### config.mk
export PLATFORM = sky130hd
export DESIGN_NAME = seq_divider
export DESIGN_NICKNAME = d
export VERILOG_FILES = /design/src/rtl/seq_divider.sv
export SDC_FILE = /design/constraint.sdc
export NUM_CORES = 1
export LEC_CHECK = 0
export ABC_AREA = 1
export CAP_MARGIN = 5
export CORE_MARGIN = 4
export CORE_UTILIZATION = 35
export CTS_BUF_LIST = sky130_fd_sc_hd__clkbuf_4 sky130_fd_sc_hd__clkbuf_8 sky130_fd_sc_hd__clkbuf_16
export CTS_CLUSTER_DIAMETER = 120
export DETAILED_ROUTE_END_ITERATION = 10
export HOLD_SLACK_MARGIN = 0.05
export SETUP_SLACK_MARGIN = 0.2
export SLEW_MARGIN = 20
export SYNTH_ARGS = -nofsm -noshare
export SYNTH_HDL_FRONTEND = slang
export SYNTH_SLANG_ARGS = --single-unit
export TNS_END_PERCENT = 5
### constraint.sdc
create_clock -name clk -period 11.7 [get_ports clk]
set_input_delay 1.755 -clock clk [delete_from_list [all_inputs] [get_ports clk]]
set_output_delay 1.755 -clock clk [all_outputs]
set_load 0.02 [all_outputs]
### src/rtl/seq_divider.sv
// Restoring divider, one quotient bit per clock; done N clocks after start (1 clock on divide-by-zero).
// No backpressure: start is ignored while busy or finishing; results hold until the next accepted start.
module seq_divider #(
    parameter int N      = 32,
    parameter bit SIGNED = 1'b0
) (
    input  logic         clk,
    input  logic         rst,
    input  logic         start,
    input  logic [N-1:0] dividend,
    input  logic [N-1:0] divisor,
    output logic [N-1:0] quotient,
    output logic [N-1:0] remainder,
    output logic         busy,
    output logic         done,
    output logic         div_by_zero
);

    localparam int CW = $clog2(N + 1);

    typedef enum logic [1:0] {
        IDLE   = 2'd0,
        RUN    = 2'd1,
        FINISH = 2'd2
    } state_t;

    state_t        state;
    state_t        state_nxt;

    logic [CW-1:0] count;
    logic [N-1:0]  acc;       // dividend bits leave at the top, quotient bits enter at the bottom
    logic [N:0]    rem;
    logic [N-1:0]  dsr_mag;
    logic [N-1:0]  dvd_raw;
    logic          neg_q;
    logic          neg_r;
    logic          zero_dsr;

    logic [N-1:0]  dvd_mag_in;
    logic [N-1:0]  dsr_mag_in;
    logic [N:0]    rem_sh;
    logic [N+1:0]  diff;
    logic          q_bit;
    logic [N:0]    rem_nxt;
    logic [N-1:0]  acc_nxt;
    logic          last;
    logic [N-1:0]  q_fix;
    logic [N-1:0]  r_fix;

    always_comb begin
        dvd_mag_in = (SIGNED && dividend[N-1]) ? -dividend : dividend;
        dsr_mag_in = (SIGNED && divisor[N-1])  ? -divisor  : divisor;

        // One extra guard bit keeps the trial-subtraction sign even for full-scale divisors.
        rem_sh  = {rem[N-1:0], acc[N-1]};
        diff    = {1'b0, rem_sh} - {2'b00, dsr_mag};
        q_bit   = ~diff[N+1];
        rem_nxt = q_bit ? diff[N:0] : rem_sh;
        acc_nxt = {acc[N-2:0], q_bit};
        last    = (count == CW'(N - 1));

        q_fix   = neg_q ? -acc_nxt : acc_nxt;
        r_fix   = neg_r ? -rem_nxt[N-1:0] : rem_nxt[N-1:0];
    end

    always_ff @(posedge clk or posedge rst) begin
        if (rst) begin
            state <= IDLE;
        end else begin
            state <= state_nxt;
        end
    end

    always_comb begin
        state_nxt = state;
        busy      = 1'b0;
        done      = 1'b0;
        case (state)
            IDLE: begin
                if (start) begin
                    state_nxt = RUN;
                end
            end
            RUN: begin
                busy = 1'b1;
                if (zero_dsr || last) begin
                    state_nxt = FINISH;
                end
            end
            FINISH: begin
                done      = 1'b1;
                state_nxt = IDLE;
            end
            default: begin
                state_nxt = IDLE;
            end
        endcase
    end

    always_ff @(posedge clk or posedge rst) begin
        if (rst) begin
            count       <= '0;
            acc         <= '0;
            rem         <= '0;
            dsr_mag     <= '0;
            dvd_raw     <= '0;
            neg_q       <= 1'b0;
            neg_r       <= 1'b0;
            zero_dsr    <= 1'b0;
            quotient    <= '0;
            remainder   <= '0;
            div_by_zero <= 1'b0;
        end else begin
            case (state)
                IDLE: begin
                    if (start) begin
                        count       <= '0;
                        acc         <= dvd_mag_in;
                        rem         <= '0;
                        dsr_mag     <= dsr_mag_in;
                        dvd_raw     <= dividend;
                        neg_q       <= SIGNED && (dividend[N-1] ^ divisor[N-1]);
                        neg_r       <= SIGNED && dividend[N-1];
                        zero_dsr    <= (divisor == '0);
                        div_by_zero <= 1'b0;
                    end
                end
                RUN: begin
                    if (zero_dsr) begin
                        quotient    <= '1;
                        remainder   <= dvd_raw;
                        div_by_zero <= 1'b1;
                    end else begin
                        acc   <= acc_nxt;
                        rem   <= rem_nxt;
                        count <= CW'(count + 1'b1);
                        if (last) begin
                            quotient  <= q_fix;
                            remainder <= r_fix;
                        end
                    end
                end
                default: begin
                end
            endcase
        end
    end

endmodule

# --- Word level (Yosys, flattened, before mapping) ---
# Index checks and enable logic that the tools add are counted.
classes:
  add_sub_neg: 2
  n_eq_ne: 7
  muxes: 22
  bitwise_logic: 1
  n_reduce_logical: 10
op_table:
  columns: ["operator", "n"]
  rows:
  - ["2-to-1 mux 32 bit", 9]
  - ["case mux 32 bit (2 select lines)", 2]
  - ["subtractor 33 x 32 -> 34 bit", 1]
  - ["logical NOT 32 bit", 1]
  - ["2-to-1 mux 6 bit", 2]
  - ["case mux 6 bit (2 select lines)", 1]
  - ["!= test 2 bit (second input constant)", 4]
  - ["adder 6 x 1 -> 6 bit (second input constant)", 1]
  - ["equality test 6 x 5 -> 1 bit (second input constant)", 1]
  - ["AND reduction 2 bit", 3]
  - ["AND reduction 3 bit", 2]
  - ["2-to-1 mux 1 bit", 4]
  - ["2-to-1 mux 2 bit", 2]
  - ["case mux 2 bit (2 select lines)", 1]
  - ["nonzero test 2 bit", 2]
  - ["equality test 2 x 1 -> 1 bit (second input constant)", 1]
  - ["equality test 2 bit (second input constant)", 1]
  - ["logical NOT 2 bit", 1]
  - ["case mux 1 bit (2 select lines)", 1]
  - ["logical OR 1 bit", 1]
  - ["NOT 1 bit", 1]
word_totals:
  regBits: 202
  out_inout_bits: 67
  elab_cells: 52

# --- Longest topological paths before layout ---
depth:
  depth_word: 4
  depth_mapped: 17
  mapped_depth_nobuf: 17

# --- Least setup slack after synthesis ---
# OpenSTA, ideal clock, no wires.
synth_path:
  path_kind: "reg2out"
  startpoint: "reg state[1]"
  endpoint: "out busy"
  t_arrival_ps: 1051
  required_time_ps: 9945
  path_slack_ps: 8894
  path_stages_with_launch: 5
  cell_sequence: "dfrtp_1 -> inv_2 -> nand2_2 -> inv_2 -> clkbuf_1"
synth_between:
  elab_chain_cells: 2
synth_rtl:
  columns: ["element", "line", "source"]
  rows:
  - ["start: declaration", "27", "state_t state;"]
  - ["start signal: assignment", "70", "state <= state_nxt;"]
  - ["equality test 2 x 1 -> 1 bit", "78", "case (state)"]
  - ["2-to-1 mux 1 bit", "78", null]
  - ["end: declaration", "14", "output logic busy,"]
# Every way passes these cells.

# --- Worst setup path after layout ---
layout_path:
  startpoint: "in start"
  endpoint: "reg acc[26]"
layout_between:
  elab_chain_cells: 2
layout_rtl:
  columns: ["element", "line", "source"]
  rows:
  - ["start: declaration", "9", "input logic start,"]
  - ["!= test 2 bit (no source line)", null, null]
  - ["AND reduction 3 bit (no source line)", null, null]
  - ["end signal: assignment", "118", "acc <= dvd_mag_in;"]
  - ["end signal: assignment", "134", "acc <= acc_nxt;"]
  - ["end: declaration", "31", "logic [N-1:0] acc;"]
# Every way passes these cells.
# A chain may end at the register's enable or synchronous reset.

==> key figures <==
Worst setup path
  • Worst-path cell chain: clkdlybuf4s50_1 > nand2_2 > inv_2 > buf_4 > nor2_4 > inv_2 > o211ai_1 > o21ai_0
  • R2r endpoint: acc[26]
  • Worst path slowest cell: inv_2
  • Critical Path Max Stage Delay: 720 ps
  • Critical path class: input port to flip-flop
  • Worst R2R Path Depth: 8
  • WP data arrival: 4800 ps
  • Type of origin of the critical path: input port
  • Critical Path Most Common Cell: inv_2
  • Crit. End Element: flip-flop
  • Worst path required time: 12110 ps
  • CP Max Fanout: 81
  • Worst R2R Start: state[0]
  • Reg-to-reg setup timing slack: 8530 ps

Placed design
  • Dpl hpwl: 23.9 mm
  • Inst Count DP: 2121
  • Placed instance area: 13100 um2
  • Port bufs: 133
  • Placer Congestion: 0.930

Logic synthesis
  • Mapped Area: 11500 um2
  • Syn_area_per_cell: 7.15 um2
  • Yosys cell types: 38
  • Syn_nets: 1705
  • Adder-Cell Fraction of Synth Area: 3.77%
  • Main combinational cell family by area after synthesis: simple AND/OR/NAND/NOR gates
  • Post-synthesis compound-gate area fraction: 7.84%
  • YS warnings: 0
  • Multiplexer share of the synthesized area: 0.0873%
  • Flops & latches, synth: 202
  • Post-synthesis sequential area ratio: 44.1%
  • Simple-gate share of the synthesized area: 34.4%
  • Post-synthesis xor/xnor area fraction: 0.992%
  • Cells after synthesis: 1604

STA
  • Max Clock Freq: 228 MHz
  • Fin Setup TNS: 0 ps
  • Crit path time final: 4390 ps
  • Final worst path period share: 37.5%
  • Rel. slew slack: 31.5%
  • Final clock skew: 12.5 ps
  • Setup violations, final: 0
  • Final Hold Fails: 0
  • Setup repair after global routing missed its margin: no
  • Max Slew Vio Count: 0
  • Worst-margin pin slew: 1020 ps

Hold path
  • Hold Path Class: flip-flop to flip-flop
  • WHS Path Cells: 2
  • Worst Min Path Start: dvd_raw[0]
  • Min-Delay Endpoint: dvd_raw[0]

Die
  • Die ar.: 35700 um2
  • Initial Util: 35.3%
  • Die H: 189 um
  • I/O pin total: 134
  • Core Region: 32500 um2
  • Row cnt: 66
  • DIE WIDTH: 189 um

Final layout
  • Filler cells: 3299
  • Most frequent cells in the layout: 693 x nand2_1, 202 x dfrtp_1, 175 x inv_1
  • Antenna diodes: 0
  • Finished Layout Cells: 2162
  • Nets@finish: 1805
  • Final Instance Area: 13900 um2
  • Commonest non-fill, non-tap cell in the layout: nand2_1
  • Register area: 5050 um2
  • Multi-input combinational cell area: 5410 um2
  • Layout cells sized above 1: 5.64%
  • P&R area growth vs syn: 21.4%

Global routing
  • GRT Resource Usage Total: 18.5%
  • Largest net degree at the start of global routing: 138
  • First-pass GRT wire length: 54.6 mm
  • Vias in the first global route: 10100
  • Initial antenna violation count: 0
  • Overflow after GRT: 0

Run
  • Max-cap viol count: 0

Clock network
  • CTS Hold Buffers Added: 0
  • CTS root buf: clkbuf_16
  • Worst-path clk slew: 60 ps
  • Postcts setup bufs: 0
  • H-tree depth: 1
  • CTS tree: built
  • Clk buf depth: 3
  • Post_cts resized: 0
  • CTS buffer count: 23
  • Clk_lat worst skew: 520 ps
  • CTS sink count: 202

Outcome
  • Status: complete, no violations

Routing
  • Drt pass-1 iters: 5
  • Vias: 10400
  • DRC Markers: 0
  • Antenna Nets Post-Route: 0
  • Routed len/inst: 15.5 um
  • Final WL: 33.5 mm
  • DR vias/cell: 4.80
  • Iter 0 DRT Violations: 861

Pwr
  • Power Dens Cells: 342 nW/um2
  • Lkg Pwr: 7.38 nW
  • Max rail drop VDD: 0.171 mV
-- area by class of cell --
type / count / share of cell area (%)
Timing Repair Buffer: 140 / 9.94
Clock inverter: 13 / 1.23
Clock buffer: 28 / 4.54
Multi-Input combinational cell: 1148 / 38.9
Sequential cell: 202 / 36.3
Tap cell: 442 / 3.97
Inverter: 189 / 5.15
-- power breakdown --
part / total, mW / switching, mW / internal, mW
combinational: 2.76 / 1.79 / 0.970
sequential: 1.23 / 0.197 / 1.04
clock: 0.769 / 0.297 / 0.472
total: 4.76 / 2.28 / 2.48
-- registers in the layout, indices dropped and copies added, names as in the netlist --
register,count
acc,32
count,6
div_by_zero,1
dsr_mag,32
dvd_raw,32
quotient,32
rem,32
remainder,32
state,2
zero_dsr,1
-- per-layer routing --
layer / GRT usage, % / vias to the layer above / share of wire, %
met5: 0 / - / 0
met1: 27.6 / 4814 / 49
li1: - / 5232 / -
met4: 3.64 / 0 / 2.0
met2: 28.7 / 295 / 43
met3: 2.88 / 37 / 6.2
-- kinds of logic (layout without fill, tap and decap cells) --
family / count (synthesis) / in the layout
AOI/OAI and AO/OA: 156 / 156
xor gates and xnor gates: 13 / 13
adders and majority gates: 34 / 34
buffers and inverters: 254 / 370
DFF: 202 / 202
muxes: 1 / 1
and+or+nand+nor: 944 / 944
-- critical path: cells and delay by family --
kind                   cells  cell delay, ps
buffers and inverters      4            2040
and+or+nand+nor            2             640
AOI/OAI and AO/OA          2             310
-- through the flow --
stage | worst slack (ps) | hold WS (ps) | power (mW) | util (%)
floorplan | 4430 | 441 | 3.18 | -
global placement | 6880 | 458 | 3.92 | 40.4
detailed placement | 6770 | 465 | 3.97 | 40.4
CTS | 7310 | 481 | 4.77 | 42.9
global route | 6970 | 495 | 5.21 | 42.9
finish | 7310 | 476 | 4.76 | 42.9
-- synthesized netlist by cell type, drive strengths merged --
master / instances / area [um2]
a21oi: 31 / 159
a22o: 1 / 8.76
a31oi: 23 / 144
and2: 8 / 50.1
and3: 3 / 18.8
buf: 20 / 139
clkbuf: 45 / 169
dfrtp: 202 / 5050
fa: 1 / 20.0
ha: 33 / 413
inv: 189 / 709
mux2i: 1 / 10.0
nand2: 702 / 2670
nand3: 121 / 681
nand3b: 5 / 37.5
nand4: 9 / 56.3
nor2: 78 / 315
nor3: 9 / 55.1
nor4: 6 / 37.5
o211ai: 31 / 233
o21ai: 67 / 335
o21bai: 1 / 7.51
o22ai: 2 / 12.5
or2: 3 / 18.8
xnor2: 1 / 8.76
xor2: 12 / 105
-- worst max-delay path by stage --
stage,from,to,slack (ps)
after global placement,start,acc[27],6880
final,start,acc[26],7310
after CTS,start,acc[29],7310
after global routing,start,acc[26],6970
after detailed placement,start,acc[29],6770
after floorplan,rst,acc[0],4430
Note: power is estimated with default switching activity, not from simulation.
